<file path="src/rtl/axi_lite_cfg_master.sv">
// axi_lite_cfg_master
//
// Turns single register-access commands into AXI4-Lite transactions. It issues one
// transaction at a time and returns a response with the captured BRESP/RRESP and read data.
// A per-transaction timeout turns a stalled slave into a SLVERR-coded response with
// rsp_timeout set.
//
// Ports
//   clk, rst                 sole clock; synchronous active-high reset
//   cmd_valid / cmd_ready    command handshake (cmd_ready high only when idle)
//   cmd_write                1 = write, 0 = read
//   cmd_addr                 target register address
//   cmd_wdata, cmd_wstrb     write data and byte strobes
//   rsp_valid / rsp_ready    response handshake
//   rsp_rdata                read data (0 for writes and timeouts)
//   rsp_resp                 captured BRESP/RRESP, or 2'b10 on timeout
//   rsp_timeout              transaction aborted by timeout
//   busy                     high whenever a command is in flight or its response is pending
//   m_axi_*                  AXI4-Lite master port (AW, W, B, AR, R channels)
//
// Every output is driven straight from a flop.

module axi_lite_cfg_master #(
    parameter int unsigned AXI_DATA_WIDTH = 32,
    parameter int unsigned AXI_ADDR_WIDTH = 32,
    parameter int unsigned TIMEOUT_CYCLES = 1024
) (
    input  logic                        clk,
    input  logic                        rst,

    input  logic                        cmd_valid,
    output logic                        cmd_ready,
    input  logic                        cmd_write,
    input  logic [AXI_ADDR_WIDTH-1:0]   cmd_addr,
    input  logic [AXI_DATA_WIDTH-1:0]   cmd_wdata,
    input  logic [AXI_DATA_WIDTH/8-1:0] cmd_wstrb,

    output logic                        rsp_valid,
    input  logic                        rsp_ready,
    output logic [AXI_DATA_WIDTH-1:0]   rsp_rdata,
    output logic [1:0]                  rsp_resp,
    output logic                        rsp_timeout,
    output logic                        busy,

    output logic                        m_axi_awvalid,
    input  logic                        m_axi_awready,
    output logic [AXI_ADDR_WIDTH-1:0]   m_axi_awaddr,
    output logic [2:0]                  m_axi_awprot,

    output logic                        m_axi_wvalid,
    input  logic                        m_axi_wready,
    output logic [AXI_DATA_WIDTH-1:0]   m_axi_wdata,
    output logic [AXI_DATA_WIDTH/8-1:0] m_axi_wstrb,

    input  logic                        m_axi_bvalid,
    input  logic [1:0]                  m_axi_bresp,
    output logic                        m_axi_bready,

    output logic                        m_axi_arvalid,
    input  logic                        m_axi_arready,
    output logic [AXI_ADDR_WIDTH-1:0]   m_axi_araddr,
    output logic [2:0]                  m_axi_arprot,

    input  logic                        m_axi_rvalid,
    input  logic [AXI_DATA_WIDTH-1:0]   m_axi_rdata,
    input  logic [1:0]                  m_axi_rresp,
    output logic                        m_axi_rready
);

    localparam int unsigned STRB_W = AXI_DATA_WIDTH / 8;
    localparam int unsigned CNT_W  = $clog2(TIMEOUT_CYCLES + 1);
    localparam logic [CNT_W-1:0] CNT_MAX = CNT_W'(TIMEOUT_CYCLES);

    typedef enum logic [2:0] {
        IDLE,
        WADDR,
        WRESP,
        RADDR,
        RDATA,
        RSP
    } state_t;

    state_t           state;
    logic [CNT_W-1:0] cnt;

    logic [CNT_W-1:0] cnt_inc;
    logic             timeout_hit;
    logic             aw_hs;
    logic             w_hs;
    logic             waddr_done;
    logic             active;
    logic             advance;
    logic             abort;

    // Protection attributes are fixed: unprivileged, secure, data access.
    assign m_axi_awprot = 3'b000;
    assign m_axi_arprot = 3'b000;

    always_comb begin
        cnt_inc     = (cnt == CNT_MAX) ? CNT_MAX : cnt + CNT_W'(1);
        timeout_hit = (cnt_inc == CNT_MAX);

        aw_hs = m_axi_awvalid && m_axi_awready;
        w_hs  = m_axi_wvalid && m_axi_wready;
        // A channel whose valid is already low in WADDR has finished its handshake.
        waddr_done = (!m_axi_awvalid || aw_hs) && (!m_axi_wvalid || w_hs);

        active  = 1'b0;
        advance = 1'b0;
        case (state)
            WADDR: begin
                active  = 1'b1;
                advance = waddr_done;
            end
            WRESP: begin
                active  = 1'b1;
                advance = m_axi_bvalid;
            end
            RADDR: begin
                active  = 1'b1;
                advance = m_axi_arvalid && m_axi_arready;
            end
            RDATA: begin
                active  = 1'b1;
                advance = m_axi_rvalid;
            end
            default: begin
                active  = 1'b0;
                advance = 1'b0;
            end
        endcase

        // The handshake that moves the FSM on wins over a timeout in the same cycle.
        // Once saturated, the counter fires again in any later state that does not advance.
        abort = active && !advance && timeout_hit;
    end

    always_ff @(posedge clk) begin
        if (rst) begin
            state         <= IDLE;
            cnt           <= '0;
            cmd_ready     <= 1'b1;
            busy          <= 1'b0;
            rsp_valid     <= 1'b0;
            rsp_rdata     <= '0;
            rsp_resp      <= 2'b00;
            rsp_timeout   <= 1'b0;
            m_axi_awvalid <= 1'b0;
            m_axi_awaddr  <= '0;
            m_axi_wvalid  <= 1'b0;
            m_axi_wdata   <= '0;
            m_axi_wstrb   <= '0;
            m_axi_bready  <= 1'b0;
            m_axi_arvalid <= 1'b0;
            m_axi_araddr  <= '0;
            m_axi_rready  <= 1'b0;
        end else if (abort) begin
            m_axi_awvalid <= 1'b0;
            m_axi_wvalid  <= 1'b0;
            m_axi_bready  <= 1'b0;
            m_axi_arvalid <= 1'b0;
            m_axi_rready  <= 1'b0;
            rsp_rdata     <= '0;
            rsp_resp      <= 2'b10;
            rsp_timeout   <= 1'b1;
            rsp_valid     <= 1'b1;
            state         <= RSP;
        end else begin
            if (active) begin
                cnt <= cnt_inc;
            end

            case (state)
                IDLE: begin
                    if (cmd_valid) begin
                        cmd_ready <= 1'b0;
                        busy      <= 1'b1;
                        cnt       <= '0;
                        if (cmd_write) begin
                            m_axi_awaddr  <= cmd_addr;
                            m_axi_wdata   <= cmd_wdata;
                            m_axi_wstrb   <= cmd_wstrb[STRB_W-1:0];
                            m_axi_awvalid <= 1'b1;
                            m_axi_wvalid  <= 1'b1;
                            state         <= WADDR;
                        end else begin
                            m_axi_araddr  <= cmd_addr;
                            m_axi_arvalid <= 1'b1;
                            state         <= RADDR;
                        end
                    end
                end

                WADDR: begin
                    if (aw_hs) begin
                        m_axi_awvalid <= 1'b0;
                    end
                    if (w_hs) begin
                        m_axi_wvalid <= 1'b0;
                    end
                    if (waddr_done) begin
                        m_axi_bready <= 1'b1;
                        state        <= WRESP;
                    end
                end

                WRESP: begin
                    if (m_axi_bvalid) begin
                        m_axi_bready <= 1'b0;
                        rsp_rdata    <= '0;
                        rsp_resp     <= m_axi_bresp;
                        rsp_timeout  <= 1'b0;
                        rsp_valid    <= 1'b1;
                        state        <= RSP;
                    end
                end

                RADDR: begin
                    if (m_axi_arready) begin
                        m_axi_arvalid <= 1'b0;
                        m_axi_rready  <= 1'b1;
                        state         <= RDATA;
                    end
                end

                RDATA: begin
                    if (m_axi_rvalid) begin
                        m_axi_rready <= 1'b0;
                        rsp_rdata    <= m_axi_rdata;
                        rsp_resp     <= m_axi_rresp;
                        rsp_timeout  <= 1'b0;
                        rsp_valid    <= 1'b1;
                        state        <= RSP;
                    end
                end

                RSP: begin
                    if (rsp_ready) begin
                        rsp_valid <= 1'b0;
                        cmd_ready <= 1'b1;
                        busy      <= 1'b0;
                        state     <= IDLE;
                    end
                end

                default: begin
                    state <= IDLE;
                end
            endcase
        end
    end

endmodule

</file>
<file path="config.mk">
export PLATFORM = sky130hd
export DESIGN_NAME = axi_lite_cfg_master
export DESIGN_NICKNAME = d
export VERILOG_FILES = /design/src/rtl/axi_lite_cfg_master.sv
export SDC_FILE = /design/constraint.sdc
export NUM_CORES = 1
export LEC_CHECK = 0
export ABC_AREA = 1
export CORE_ASPECT_RATIO = 0.9
export CORE_UTILIZATION = 44
export DETAILED_ROUTE_END_ITERATION = 7
export GPL_ROUTABILITY_DRIVEN = 0
export PLACE_DENSITY = 0.82
export SYNTH_ARGS = -nofsm -noshare
export SYNTH_HDL_FRONTEND = slang
export SYNTH_SLANG_ARGS = --single-unit
export TNS_END_PERCENT = 20
</file>
<file path="constraint.sdc">
create_clock -name clk -period 2.5 [get_ports clk]
set_clock_uncertainty 0.05 [all_clocks]
set_input_delay 0.5 -clock clk [delete_from_list [all_inputs] [get_ports clk]]
set_output_delay 0.5 -clock clk [all_outputs]
set_load 0.1 [all_outputs]
</file>
======== After elaboration in Yosys (flattened, before gate mapping) ========
Index checks and enable logic that the tools add are counted.
Widths: inputs -> output; s select.
word-level totals
  RAM bits ................................ 0
  output and inout port bits .............. 149
  input bits .............................. 114
  word-level logic and storage cells ...... 130
  memory bits (read-only) ................. 0
  latch bits .............................. 0
  flip-flop bits (word level) ............. 157
  memories ................................ 0
operators by class
  $add $sub $neg .......................... 1
  divide/modulo/power cells ............... 0
  multipliers ............................. 0
  eq/ne operators ......................... 23
  bitwise operators ....................... 2
  order comparisons ....................... 0
  muxes and demuxes ....................... 50
  shift operators ......................... 0
  reduce and logical (&&, ||, !) cells .... 35
operator list
  cell                   count
  $mux 32                2
  $pmux 32 s2            1
  $mux 11                4
  $reduce_and 4->1       7
  $eq 11x11->1 const B   2
  $mux 3                 7
  $mux 1                 20
  $ne 2x2->1 const B     10
  $ne 3x3->1 const B     6
  $pmux 3 s6             1
  $pmux 1 s2             8
  $reduce_and 3->1       4
  $reduce_and 6->1       2
  $reduce_bool 2->1      6
  $add 11x1->11 const B  1
  $mux 2                 4
  $eq 3x2->1 const B     2
  $eq 3x3->1 const B     2
  $logic_and 1x1->1      6
  $pmux 1 s4             1
  $pmux 2 s2             1
  $reduce_bool 4->1      1
  $reduce_or 4->1        1
  $eq 3x1->1 const B     1
  7 further kinds        11

======== Logic depth before layout (Yosys ltp) ========
Gate-level depths: netlist of run 1.
  depth after elaboration ................. 9
  depth in mapped cells ................... 12
  gate-level depth less buffers ........... 12

======== Worst setup path after synthesis of run 1 ========
Ideal clock, no wire load.
  path kind ............................... register -> register
  start point ............................. reg m_axi_awvalid
  end point ............................... reg rsp_rdata[15]
  path buffers ............................ 1
  arrival time ............................ 2.199 ns
  setup time .............................. 0.119 ns
  path slack .............................. 0.132 ns
  period minus slack after synthesis ...... 2.368 ns
  stages on the path, launching flop included .. 10
  required time ........................... 2.331 ns
  cells stage by stage .................... dfxtp_1 -> inv_1 -> o21ai_0 -> or2_1 -> nand2_1 -> nor2_4 -> nand4_4 -> nand2_8 -> buf_12 -> a21oi_2
on the way
  longest elaborated chain between the ends .. 8
  elaborated cells between the ends (all ways) .. 9
  those cells by class .................... mux: 1; reduce/logical: 8
ends and longest elaborated chain
  element                                               line      source
  start: declaration                                    45        output logic m_axi_awvalid,
  start signal: assignment                              148       m_axi_awvalid <= 1'b0;
  start signal: assignment                              158       m_axi_awvalid <= 1'b0;
  start signal: assignment                              183       m_axi_awvalid <= 1'b1;
  $logic_not 1->1 or $logic_and 1x1->1 (tied branches)  106, 103
  $logic_or 1x1->1 (*)                                  106       waddr_done = (!m_axi_awvalid || aw_hs) && (!m_axi_wvalid || w_hs);
  $logic_and 1x1->1 (*)                                 106
  $pmux 1 s4 (*)                                        110       case (state)
  $logic_not 1->1 (*)                                   135       abort = active && !advance && timeout_hit;
  $logic_and 1x1->1 (*) (2 in a row)                    135
  $reduce_or 2->1 (no source line) (*)                  -
  end signal: assignment                                229       rsp_rdata <= m_axi_rdata;
  end: declaration                                      40        output logic [AXI_DATA_WIDTH-1:0] rsp_rdata,
Every way passes the cells marked *; elsewhere a longest branch is shown, timed or not.
A chain may end at the register's enable or synchronous reset.

======== Final worst setup path of run 1 ========
  start point ............................. reg cnt[0]
  end point ............................... reg rsp_rdata[28]
on the way
  longest elaborated chain between the ends .. 5
  elaborated cells between the ends (all ways) .. 6
  those cells by class .................... add/sub: 1; eq/ne: 2; mux: 1; reduce/logical: 2
ends and longest elaborated chain
  element                                        line  source
  start: declaration                             84    logic [CNT_W-1:0] cnt;
  start signal: assignment                       170   cnt <= cnt_inc;
  $add 11x1->11 or $eq 11x11->1 (tied branches)  100   cnt_inc = (cnt == CNT_MAX) ? CNT_MAX : cnt + CNT_W'(1);
  $mux 11 (*)                                    100
  $eq 11x11->1 (*)                               101   timeout_hit = (cnt_inc == CNT_MAX);
  $logic_and 1x1->1 (*)                          135
  $reduce_or 2->1 (no source line) (*)           -
Marked as above.

==> flow_metrics.py, run 1 <==
metrics = {
    "clock_network": {
        "worst_skew_pair.late_latency_ns": 0.42,
        "clock_path_buffers": 2,
        "tritoncts_sink_count": 157,
        "root_buffer": "sky130_fd_sc_hd__clkbuf_16",
        "cts_setup_buffers": 0,
        "cts_hold_buffers": 0,
        "htree_levels": 4,
        "cts_inserted_buffers": 17,
        "clk_transition_reported_paths_ns": 0.06,
        "tritoncts_clock_tree": "built",
        "post_cts_resize_count": 0,
    },
    "logic_synthesis": {
        "post_synth_fa_ha_maj_area_fraction_pct": 0.382,
        "synth-simple-area-share_pct": 28.2,
        "synth_xor_area_share_pct": 0.382,
        "synth-edff-count": 0,
        "synth_cell_types": 38,
        "yosysTopAreaCellShare_pct": 47.9,
        "synth_compound_area_share_pct": 15.9,
        "yosys-mux-area-fraction_pct": 0,
        "synth.cells.most_frequent": "205 x sky130_fd_sc_hd__nand2_1, 157 x sky130_fd_sc_hd__dfxtp_1, 148 x sky130_fd_sc_hd__nand3_1, 126 x sky130_fd_sc_hd__a21oi_1, 51 x sky130_fd_sc_hd__clkbuf_1",
        "synth_flop_cell": "sky130_fd_sc_hd__dfxtp_1",
        "postSynthRegisterBits": 157,
        "synth_area_leader_cell": "sky130_fd_sc_hd__dfxtp_1",
        "post_synth_instance_area_sq_mm": 0.00656,
        "synth.most_common_cell": "sky130_fd_sc_hd__nand2_1",
        "async_reset_ff_share_pct": 0,
        "syn_area_per_cell_sq_um": 7.69,
        "synth_top_cells_by_area": "sky130_fd_sc_hd__dfxtp_1 48%, sky130_fd_sc_hd__nand2_1 12%, sky130_fd_sc_hd__nand3_1 11%",
        "seq_area_frac_synth_pct": 47.9,
        "dominant_combinational_cell_family_by_area_after_synthesis": "simple AND/OR/NAND/NOR gates",
        "ys_warn_count": 0,
        "synthesis.instances": 853,
    },
    "timing": {
        "timing_max_transition_violations_final": 0,
        "grt_setup_unrepaired": "false",
        "number_of_failing_setup_endpoints_in_the_final_timing_report": 0,
        "timing.fmax_mhz": 434,
        "slew_headroom_pct": 50.6,
        "finalWorstPathRequiredPeriod_ns": 2.30,
        "tightestPinTransition_ns": 0.741,
        "final_hold_violating_endpoints": 0,
        "totalNegativeSetupSlack_ns": 0,
        "layout_worst_path_cycle_share_pct": 92.1,
    },
    "route": {
        "post_route_drc": 0,
        "vias_per_cell": 5.15,
        "antenna_violating_nets_post_route": 0,
        "dr.first_iter.drc_count": 438,
        "routed_wirelength_um": 19800,
        "route.vias.total": 6628,
        "drtPass1Iterations": 6,
        "post_drt_wl_per_cell_um": 15.4,
    },
    "worst_setup_path": {
        "timing.reg2reg.worst_path_depth": 10,
        "path_max_fanout": 37,
        "r2r_setup_slack_ns": 0.20,
        "worstPathRequired_ns": 2.74,
        "critPathMostFrequentCell": "sky130_fd_sc_hd__nor2_4",
        "cp.arrival_ns": 2.54,
        "critPathCaptureType": "flop",
        "cpLargestDelayFamily": "simple AND/OR/NAND/NOR gates",
        "cpMaxStageDelayCell": "sky130_fd_sc_hd__dfxtp_1",
        "criticalPathCategory": "flop to flop",
        "crit_path_cell_trace": "ha_1 > nand2_2 > nor2_4 > nand4_1 > nand2_1 > inv_2 > nor2_4 > nand4_4 > nand2_8 > a21oi_1",
        "critical_path_buf_inv_count": 1,
        "worst_path_largest_cell_delay_ns": 0.48,
        "cp_num_cells": 10,
        "startpoint_type": "flop",
    },
    "placed_design": {
        "placed_area_sq_mm": 0.00885,
        "placed_cells": 1256,
        "dp_hpwl_um": 13400,
        "io_buffer_count": 256,
    },
    "die": {
        "dieWidth_um": 131,
        "floorplan.rows": 41,
        "die-area_sq_mm": 0.0154,
        "die_h_um": 118,
        "placeable_core_area_sq_mm": 0.0143,
        "boundaryPins": 263,
        "initial_utilization_pct": 46.0,
    },
    "global_routing": {
        "maximum_number_of_pins_on_one_net_before_global_route_repair": 72,
        "grt.busiest_layer": "met2",
        "global_route.usage.met1_pct": 32.4,
        "global_route.usage.total_pct": 26.0,
        "global_route_wire_length_before_repair_um": 31500,
        "global_route.usage.met3_pct": 10.4,
        "global_routing_usage_on_met2_pct": 41.1,
        "globalRoute.totalOverflow": 0,
        "first_global_vias": 6266,
        "grt_antenna_before_repair": 2,
    },
    "run": {
        "max-cap-violations": 0,
    },
    "pwr": {
        "clockPowerShare_pct": 26.2,
        "intPower_mw": 5.42,
        "pwr-share-seq_pct": 30.0,
        "leakage_nw": 3.77,
        "p_comb_share_pct": 43.8,
        "vdd.ir_drop.worst_mv": 0.890,
        "cellPowerDensity_mw_per_mm2": 1050,
        "power_dissipated_by_switching_net_loads_mw": 4.53,
        "switching_share_pct": 45.5,
    },
    "status": {
        "outcome": "finished clean",
    },
    "min_path": {
        "worst_hold_path_type": "input port to flop",
        "timing.hold.worst_path_depth": 2,
    },
    "finish": {
        "stdcell_area_sq_mm": 0.00944,
        "fin_cells": 1287,
        "layout-drive-gt1-share_pct": 22.8,
        "syn2layout_area_growth_pct": 44.0,
        "design.final.nets": 1198,
    },
}
stage by stage:
stage	total power, mW	setup WS, ns	util [%]	hold slack, ns
5_1_grt	10.4	0.0228	66.2	0.400
2_1_floorplan	6.29	0.132	-	0.412
3_3_place_gp	7.33	0.0686	62.1	0.398
3_5_place_dp	7.36	0.0234	62.1	0.404
6_report	9.94	0.197	66.2	0.405
4_1_cts	9.98	0.223	66.2	0.389
power by group through the flow:
stage                     logic (mW)  clock network, mW  registers, mW
after floorplan                 1.52                  0           4.77
after global placement          4.31                  0           3.02
after detailed placement        4.34                  0           3.03
after CTS                       4.36               2.65           2.98
after global routing            4.62               2.75           3.02
final                           4.35               2.61           2.98
layout by cell type, fill, tap and decap left out, types with 2 or more instances in the layout:
cell / synthesis / layout
sky130_fd_sc_hd__buf_12: 3 / 3
sky130_fd_sc_hd__clkinv_4: 0 / 3
sky130_fd_sc_hd__buf_4: 6 / 157
sky130_fd_sc_hd__inv_2: 5 / 5
sky130_fd_sc_hd__clkbuf_16: 0 / 17
sky130_fd_sc_hd__a21oi_2: 29 / 29
sky130_fd_sc_hd__nor2_4: 3 / 4
sky130_fd_sc_hd__nor2_2: 7 / 6
sky130_fd_sc_hd__o21ai_0: 24 / 24
sky130_fd_sc_hd__nand2_1: 205 / 204
sky130_fd_sc_hd__inv_4: 2 / 2
sky130_fd_sc_hd__a21oi_1: 126 / 126
sky130_fd_sc_hd__dfxtp_1: 157 / 157
sky130_fd_sc_hd__nand2_2: 5 / 6
sky130_fd_sc_hd__nor2_1: 17 / 17
sky130_fd_sc_hd__ha_1: 2 / 2
sky130_fd_sc_hd__bufinv_16: 0 / 3
sky130_fd_sc_hd__nand3_1: 148 / 148
sky130_fd_sc_hd__conb_1: 1 / 6
sky130_fd_sc_hd__inv_1: 31 / 31
sky130_fd_sc_hd__o22ai_1: 2 / 2
sky130_fd_sc_hd__clkdlybuf4s50_1: 0 / 111
sky130_fd_sc_hd__clkbuf_1: 51 / 3
sky130_fd_sc_hd__nand4_1: 6 / 6
registers in the layout (all words and copies together), names as in the netlist, 2 cells and up:
signal	cells
rsp_rdata	32
rsp_resp	2
m_axi_wdata	32
state	3
m_axi_araddr	32
m_axi_wstrb	4
m_axi_awaddr	32
cnt	11
worst paths after layout:
check,startpoint,endpoint
worst max-delay path,cnt[0],rsp_rdata[28]
worst min-delay path,rst,rsp_timeout
worst max register to register,cnt[0],rsp_rdata[28]
worst min register to register,m_axi_araddr[23],m_axi_araddr[23]
worst register-to-register path: stages (launching register included):
cell and delay (ns):
sky130_fd_sc_hd__dfxtp_1 0.48, sky130_fd_sc_hd__ha_1 0.23, sky130_fd_sc_hd__nand2_2 0.08, sky130_fd_sc_hd__nor2_4 0.18, sky130_fd_sc_hd__nand4_1 0.12, sky130_fd_sc_hd__nand2_1 0.13
sky130_fd_sc_hd__inv_2 0.06, sky130_fd_sc_hd__nor2_4 0.19, sky130_fd_sc_hd__nand4_4 0.22, sky130_fd_sc_hd__nand2_8 0.34, sky130_fd_sc_hd__a21oi_1 0.11
cell type report:
cell class / count / area [sq um]
Timing Repair Buffer: 272 / 2350
Inverter: 38 / 148
Clock buffer: 21 / 450
Tap cell: 193 / 241
Antenna cell: 1 / 2.50
Fill cell: 1219 / 4820
Multi-Input combinational cell: 596 / 2970
Clock inverter: 9 / 138
Sequential cell: 157 / 3140
logic make-up after synthesis:
| logic type | after synthesis |
|---|---|
| AOI/OAI and AO/OA | 184 |
| buffers and inverters | 105 |
| DFF | 157 |
| and+or+nand+nor | 402 |
| xor gates and xnor gates | 2 |
| adders and majority gates | 2 |
| other | 1 |
per-layer routing:
layer / share of wire (%) / vias up
met3: 9.9 / 24
met2: 47 / 264
met5: 0.066 / -
met4: 1.6 / 2
li1: - / 3296
met1: 42 / 3042
(Power assumes the default switching activity.)
==> inputs of run 2 (changes only) <==
- CAP_MARGIN: not set -> 20
==> results of run 2 <==
Same layout as run 1: the final DEF is identical, and so are final timing and power.
